--- src/rtl/mem_stage_unit.sv ---
// mem_stage_unit: pipeline memory stage with a single outstanding data-cache request.
//   clk, rst (async, active-low)
//   in_valid/in_ready, is_load/is_store, funct3, alu_out, rs2_out, rd : upstream EX interface
//   dmem_address/read/write/wmask/wdata, dmem_rdata/resp               : data-cache interface
//   out_valid, out_data, out_rd, out_misalign                          : writeback interface
module mem_stage_unit #(
    parameter int DATA_W = 32,
    parameter int ADDR_W = 32
) (
    input  logic                clk,
    input  logic                rst,
    input  logic                in_valid,
    output logic                in_ready,
    input  logic                is_load,
    input  logic                is_store,
    input  logic [2:0]          funct3,
    input  logic [ADDR_W-1:0]   alu_out,
    input  logic [DATA_W-1:0]   rs2_out,
    input  logic [4:0]          rd,
    output logic [ADDR_W-1:0]   dmem_address,
    output logic                dmem_read,
    output logic                dmem_write,
    output logic [DATA_W/8-1:0] dmem_wmask,
    output logic [DATA_W-1:0]   dmem_wdata,
    input  logic [DATA_W-1:0]   dmem_rdata,
    input  logic                dmem_resp,
    output logic                out_valid,
    output logic [DATA_W-1:0]   out_data,
    output logic [4:0]          out_rd,
    output logic                out_misalign
);
    localparam int NB = DATA_W / 8;
    localparam int OW = $clog2(NB);

    typedef enum logic {IDLE, BUSY} state_t;

    state_t              state_q, state_d;
    logic [ADDR_W-1:0]   addr_q, addr_d;
    logic                read_q, read_d, write_q, write_d;
    logic [NB-1:0]       wmask_q, wmask_d;
    logic [DATA_W-1:0]   wdata_q, wdata_d;
    logic [OW-1:0]       off_q, off_d;
    logic [2:0]          f3_q, f3_d;
    logic [4:0]          prd_q, prd_d;
    logic                ov_q, ov_d, om_q, om_d;
    logic [DATA_W-1:0]   od_q, od_d;
    logic [4:0]          ord_q, ord_d;

    logic                mem_op, legal, misalign, accept;
    logic [2:0]          size_m1, lsize_m1;
    logic [NB-1:0]       bmask;
    logic [DATA_W-1:0]   sdata, shifted, load_res;
    logic                msb, ext;

    // access size minus one, in bytes, from the low two funct3 bits
    function automatic logic [2:0] size_of(input logic [2:0] f);
        return f[1:0] == 2'b00 ? 3'd0 : f[1:0] == 2'b01 ? 3'd1 : f[1:0] == 2'b10 ? 3'd3 : 3'd7;
    endfunction

    assign in_ready     = state_q == IDLE;
    assign accept       = in_valid && in_ready;
    assign mem_op       = is_load || is_store;
    assign dmem_address = addr_q;
    assign dmem_read    = read_q;
    assign dmem_write   = write_q;
    assign dmem_wmask   = wmask_q;
    assign dmem_wdata   = wdata_q;
    assign out_valid    = ov_q;
    assign out_data     = od_q;
    assign out_rd       = ord_q;
    assign out_misalign = om_q;

    // request decode: legality, alignment, byte lanes and store data
    always_comb begin
        size_m1 = size_of(funct3);
        legal = is_load ? (funct3 inside {3'b000, 3'b001, 3'b010, 3'b100, 3'b101} ||
                           (DATA_W == 64 && funct3 inside {3'b011, 3'b110}))
                        : (funct3 inside {3'b000, 3'b001, 3'b010} ||
                           (DATA_W == 64 && funct3 == 3'b011));
        misalign = !legal || (|(alu_out[2:0] & size_m1));
        bmask = '0;
        sdata = '0;
        for (int i = 0; i < NB; i++) begin
            bmask[i] = i <= int'(size_m1);
            sdata[i*8 +: 8] = bmask[i] ? rs2_out[i*8 +: 8] : 8'h00;
        end
    end

    // load alignment and extension; funct3[2] selects zero extension
    always_comb begin
        lsize_m1 = size_of(f3_q);
        shifted = dmem_rdata >> {off_q, 3'b000};
        msb = f3_q[1:0] == 2'b00 ? shifted[7] : f3_q[1:0] == 2'b01 ? shifted[15] :
              f3_q[1:0] == 2'b10 ? shifted[31] : shifted[DATA_W-1];
        ext = msb && !f3_q[2];
        load_res = '0;
        for (int i = 0; i < DATA_W; i++)
            load_res[i] = (i < (int'(lsize_m1) + 1) * 8) ? shifted[i] : ext;
    end

    always_comb begin
        state_d = state_q;
        if (state_q == IDLE && accept && mem_op && !misalign)
            state_d = BUSY;
        else if (state_q == BUSY && dmem_resp)
            state_d = IDLE;
    end

    always_comb begin
        addr_d  = addr_q;
        read_d  = read_q;
        write_d = write_q;
        wmask_d = wmask_q;
        wdata_d = wdata_q;
        off_d   = off_q;
        f3_d    = f3_q;
        prd_d   = prd_q;
        ov_d    = 1'b0;
        od_d    = od_q;
        ord_d   = ord_q;
        om_d    = om_q;
        if (accept && mem_op && !misalign) begin
            addr_d  = {alu_out[ADDR_W-1:OW], {OW{1'b0}}};
            read_d  = is_load;
            write_d = !is_load;
            wmask_d = is_load ? '0 : bmask << alu_out[OW-1:0];
            wdata_d = is_load ? '0 : sdata << {alu_out[OW-1:0], 3'b000};
            off_d   = alu_out[OW-1:0];
            f3_d    = funct3;
            prd_d   = rd;
        end else if (accept) begin
            ov_d  = 1'b1;
            od_d  = mem_op ? '0 : DATA_W'(alu_out);
            ord_d = rd;
            om_d  = mem_op;
        end else if (state_q == BUSY && dmem_resp) begin
            addr_d  = '0;
            read_d  = 1'b0;
            write_d = 1'b0;
            wmask_d = '0;
            wdata_d = '0;
            ov_d    = 1'b1;
            od_d    = read_q ? load_res : '0;
            ord_d   = prd_q;
            om_d    = 1'b0;
        end
    end

    always_ff @(posedge clk or negedge rst) begin
        if (!rst) state_q <= IDLE;
        else      state_q <= state_d;
    end

    always_ff @(posedge clk or negedge rst) begin
        if (!rst) begin
            addr_q  <= '0;
            read_q  <= 1'b0;
            write_q <= 1'b0;
            wmask_q <= '0;
            wdata_q <= '0;
            off_q   <= '0;
            f3_q    <= '0;
            prd_q   <= '0;
            ov_q    <= 1'b0;
            od_q    <= '0;
            ord_q   <= '0;
            om_q    <= 1'b0;
        end else begin
            addr_q  <= addr_d;
            read_q  <= read_d;
            write_q <= write_d;
            wmask_q <= wmask_d;
            wdata_q <= wdata_d;
            off_q   <= off_d;
            f3_q    <= f3_d;
            prd_q   <= prd_d;
            ov_q    <= ov_d;
            od_q    <= od_d;
            ord_q   <= ord_d;
            om_q    <= om_d;
        end
    end
endmodule

--- config.mk ---
export PLATFORM = sky130hd
export DESIGN_NAME = mem_stage_unit
export DESIGN_NICKNAME = d
export VERILOG_FILES = /design/src/rtl/mem_stage_unit.sv
export SDC_FILE = /design/constraint.sdc
export NUM_CORES = 1
export LEC_CHECK = 0
export BUFFER_PORTS_ARGS = -buffer_cell sky130_fd_sc_hd__buf_2
export CORE_UTILIZATION = 35
export DETAILED_ROUTE_END_ITERATION = 6
export GPL_ROUTABILITY_DRIVEN = 0
export PLACE_DENSITY = 0.71
export REMOVE_ABC_BUFFERS = 1
export SETUP_SLACK_MARGIN = 0.2
export SKIP_CTS_REPAIR_TIMING = 1
export SLEW_MARGIN = 10
export SYNTH_ARGS = -nofsm -noshare
export SYNTH_HDL_FRONTEND = slang
export SYNTH_SLANG_ARGS = --single-unit
--- constraint.sdc ---
create_clock -name clk -period 3.4 [get_ports clk]
set_input_delay 0 -clock clk [delete_from_list [all_inputs] [get_ports clk]]
set_output_delay 0 -clock clk [all_outputs]
set_load 0.005 [all_outputs]
==> key figures <==
Logic synthesis
  – Ys flop type: dfrtp_1
  – Syn_area_per_cell: 10.2 um^2
  – Yosys warning total: 0
  – Post-synth EDFFs: 0
  – Dominant cells by area after synthesis: dfrtp_1, a22o_1, a21oi_1
  – Top cell type's share of synthesized area: 51.7%
  – Post-Syn Area: 5710 um^2
  – Syn Inst Count: 562
  – Distinct cells, synth: 41
  – #FFs+latches synth: 118
  – Most frequent cell after synthesis: dfrtp_1
  – Seq/Total Area, Yosys: 51.7%
  – Area leader, netlist: dfrtp_1
  – Most frequent cells after synthesis: dfrtp_1, a21oi_1, a22o_1
  – Post-synth ARST share: 100%

STA
  – Slew Limit Fails: 0
  – Final setup viols: 0
  – Worst-Margin Slew: 0.747 ns
  – RSZ-0062 raised after global routing: false
  – Fin. Hold Viols: 0
  – Setup ws final: 1.15 ns
  – Post-layout min period: 2.25 ns
  – Layout Skew: 0.00981 ns
  – Period utilization: 66.1%
  – Fmax: 445 MHz
  – Slew headroom: 50.2%

Finish
  – Syn-to-layout area delta: 40.9%
  – Fin cells: 1034
  – Diode count: 0
  – Final core utilization: 50.6%
  – Multi-input gate area: 2510 um^2
  – Post-layout instance area: 8040 um^2
  – FF+latch area: 2950 um^2
  – Filler cells: 1482
  – Share of cells above drive strength 1: 34.2%
  – Fin nets: 917

Setup path
  – Crit Path Class: reg -> reg
  – CP arrival: 2.54 ns
  – FF-to-FF path depth: 5
  – Crit start category: register
  – Kind of end point of the critical path: register
  – CP required: 3.70 ns
  – Critical path peak fanout: 41

Clocking
  – H-tree depth: 4
  – Clock transition at path regs: 0.06 ns
  – CTS tree: yes
  – Longest Clk Path Bufs: 2
  – CTS Root Buffer Type: clkbuf_16
  – Later-pin clock latency in the skew report: 0.41 ns
  – Clock buffer count from CTS: 17
  – CTS Sinks: 118

Power and ir drop
  – Worst vdd ir: 0.383 mV
  – LEAKAGE: 3.95 nW
  – Total power: 4.98 mW
  – PwrDens: 620 nW/um^2

Global route
  – GRT overflow: 0
  – First-pass GRT wire length: 28.6 mm
  – Initial antenna violation count: 0
  – Met2 usage: 37.3%
  – Met1 Use GR: 28.7%
  – Largest net degree at the start of global routing: 119
  – Met3 Use GR: 5.86%
  – Overall routing resource usage: 22.6%
  – Vias in the first global route: 5210
  – Busiest grt layer: met2

Min path
  – Worst min path class: in -> reg
  – Hold Path Depth: 4

Route
  – Drt total wl: 19.2 mm
  – Initial DRC Count: 349
  – Vias: 5572
  – Wire length per cell: 18.6 um
  – Post-route ant nets: 0
  – First-pass detailed-route iteration total: 5
  – DR DRC count: 0
  – Vias/cell: 5.39

Run status
  – Status: complete, no violations

Floorplan
  – Die Wd: 130 um
  – Core Area: 15900 um^2
  – Die Y-Extent: 130 um
  – Number of I/O pins: 220
  – Initial Utilization: 35.9%
  – Site row count: 46
  – Die Area: 16800 um^2

Placement
  – Port buffer count: 217
  – HPWL Detailed: 13.2 mm
  – Placed inst area: 6960 um^2
  – Placed Cells: 958
  – Pre-CTS WS: 1.17 ns

Flow run
  – Maxcap violations: 0
[area by class of cell]
type	instances	area share [%]
Sequential cell	118	36.7
Inverter	5	0.233
Tap cell	216	3.36
Clock buffer	20	5.80
Timing Repair Buffer	277	20.7
Clock inverter	10	1.90
Multi-Input combinational cell	388	31.3
[through the flow]
step	setup TNS [ns]	hold slack, ns
CTS	0	-0.287
floorplan	-19.01	-0.296
finish	0	0.0372
detailed placement	0	0.157
global route	0	0.0598
global placement	0	0.154
[routing by layer]
layer,share of wire [%],wire length [um],vias up
met3,7.6,1460,20
met2,49,9390,281
li1,-,-,2579
met4,1.4,276,0
met5,0,0,-
met1,42,8090,2692
[cells by family after synthesis]
family                 Yosys count  synth area share, %
buffers and inverters           57                 4.73
flip-flops                     118                 51.7
AO/OA/AOI/OAI                  237                 28.2
AND/OR/NAND/NOR                114                 8.86
other                            1               0.0657
multiplexers                    35                 6.38
[power by group]
| group | total (mW) | internal [mW] | switching, mW |
|---|---|---|---|
| clock | 1.90 | 1.27 | 0.629 |
| combinational | 1.23 | 0.569 | 0.662 |
| sequential | 1.85 | 1.66 | 0.197 |
| total | 4.98 | 3.49 | 1.49 |
[placed cells by master, fill, tap and decap left out, drive strengths merged, types with 14 or more instances in the layout]
master / n
a22o: 56
clkbuf: 20
dlygate4sd3: 46
buf: 231
a22oi: 21
dfrtp: 118
nand2: 44
mux2i: 24
a21oi: 61
a211oi: 14
nor2: 46
o21ai: 47
[final timing paths]
kind,from,end,slack (ns)
worst max-delay path,state_q,prd_q[3],1.15
worst min register to register,dmem_wmask[0],dmem_wmask[0],0.48
max in group asynchronous,rst,off_q[0],2.67
min in group asynchronous,rst,dmem_wdata[2],0.20
worst max register to register,state_q,prd_q[3],1.15
worst min-delay path,rs2_out[27],dmem_wdata[27],0.04
[sequential cells by signal, summed over array words and instances, names as in the netlist]
register,flops
dmem_read,1
dmem_address,30
f3_q,3
state_q,1
out_rd,5
dmem_wmask,4
out_misalign,1
out_data,32
off_q,2
dmem_wdata,32
prd_q,5
out_valid,1
dmem_write,1
[worst max-delay path, stage by stage (launching register included)]
cell and delay [ns]:
dfrtp_1 0.43, nand2b_1 0.22, nor4_4 0.38, and2_2 0.26, buf_4 0.43, mux2_2 0.39
(Power assumes the default switching activity.)
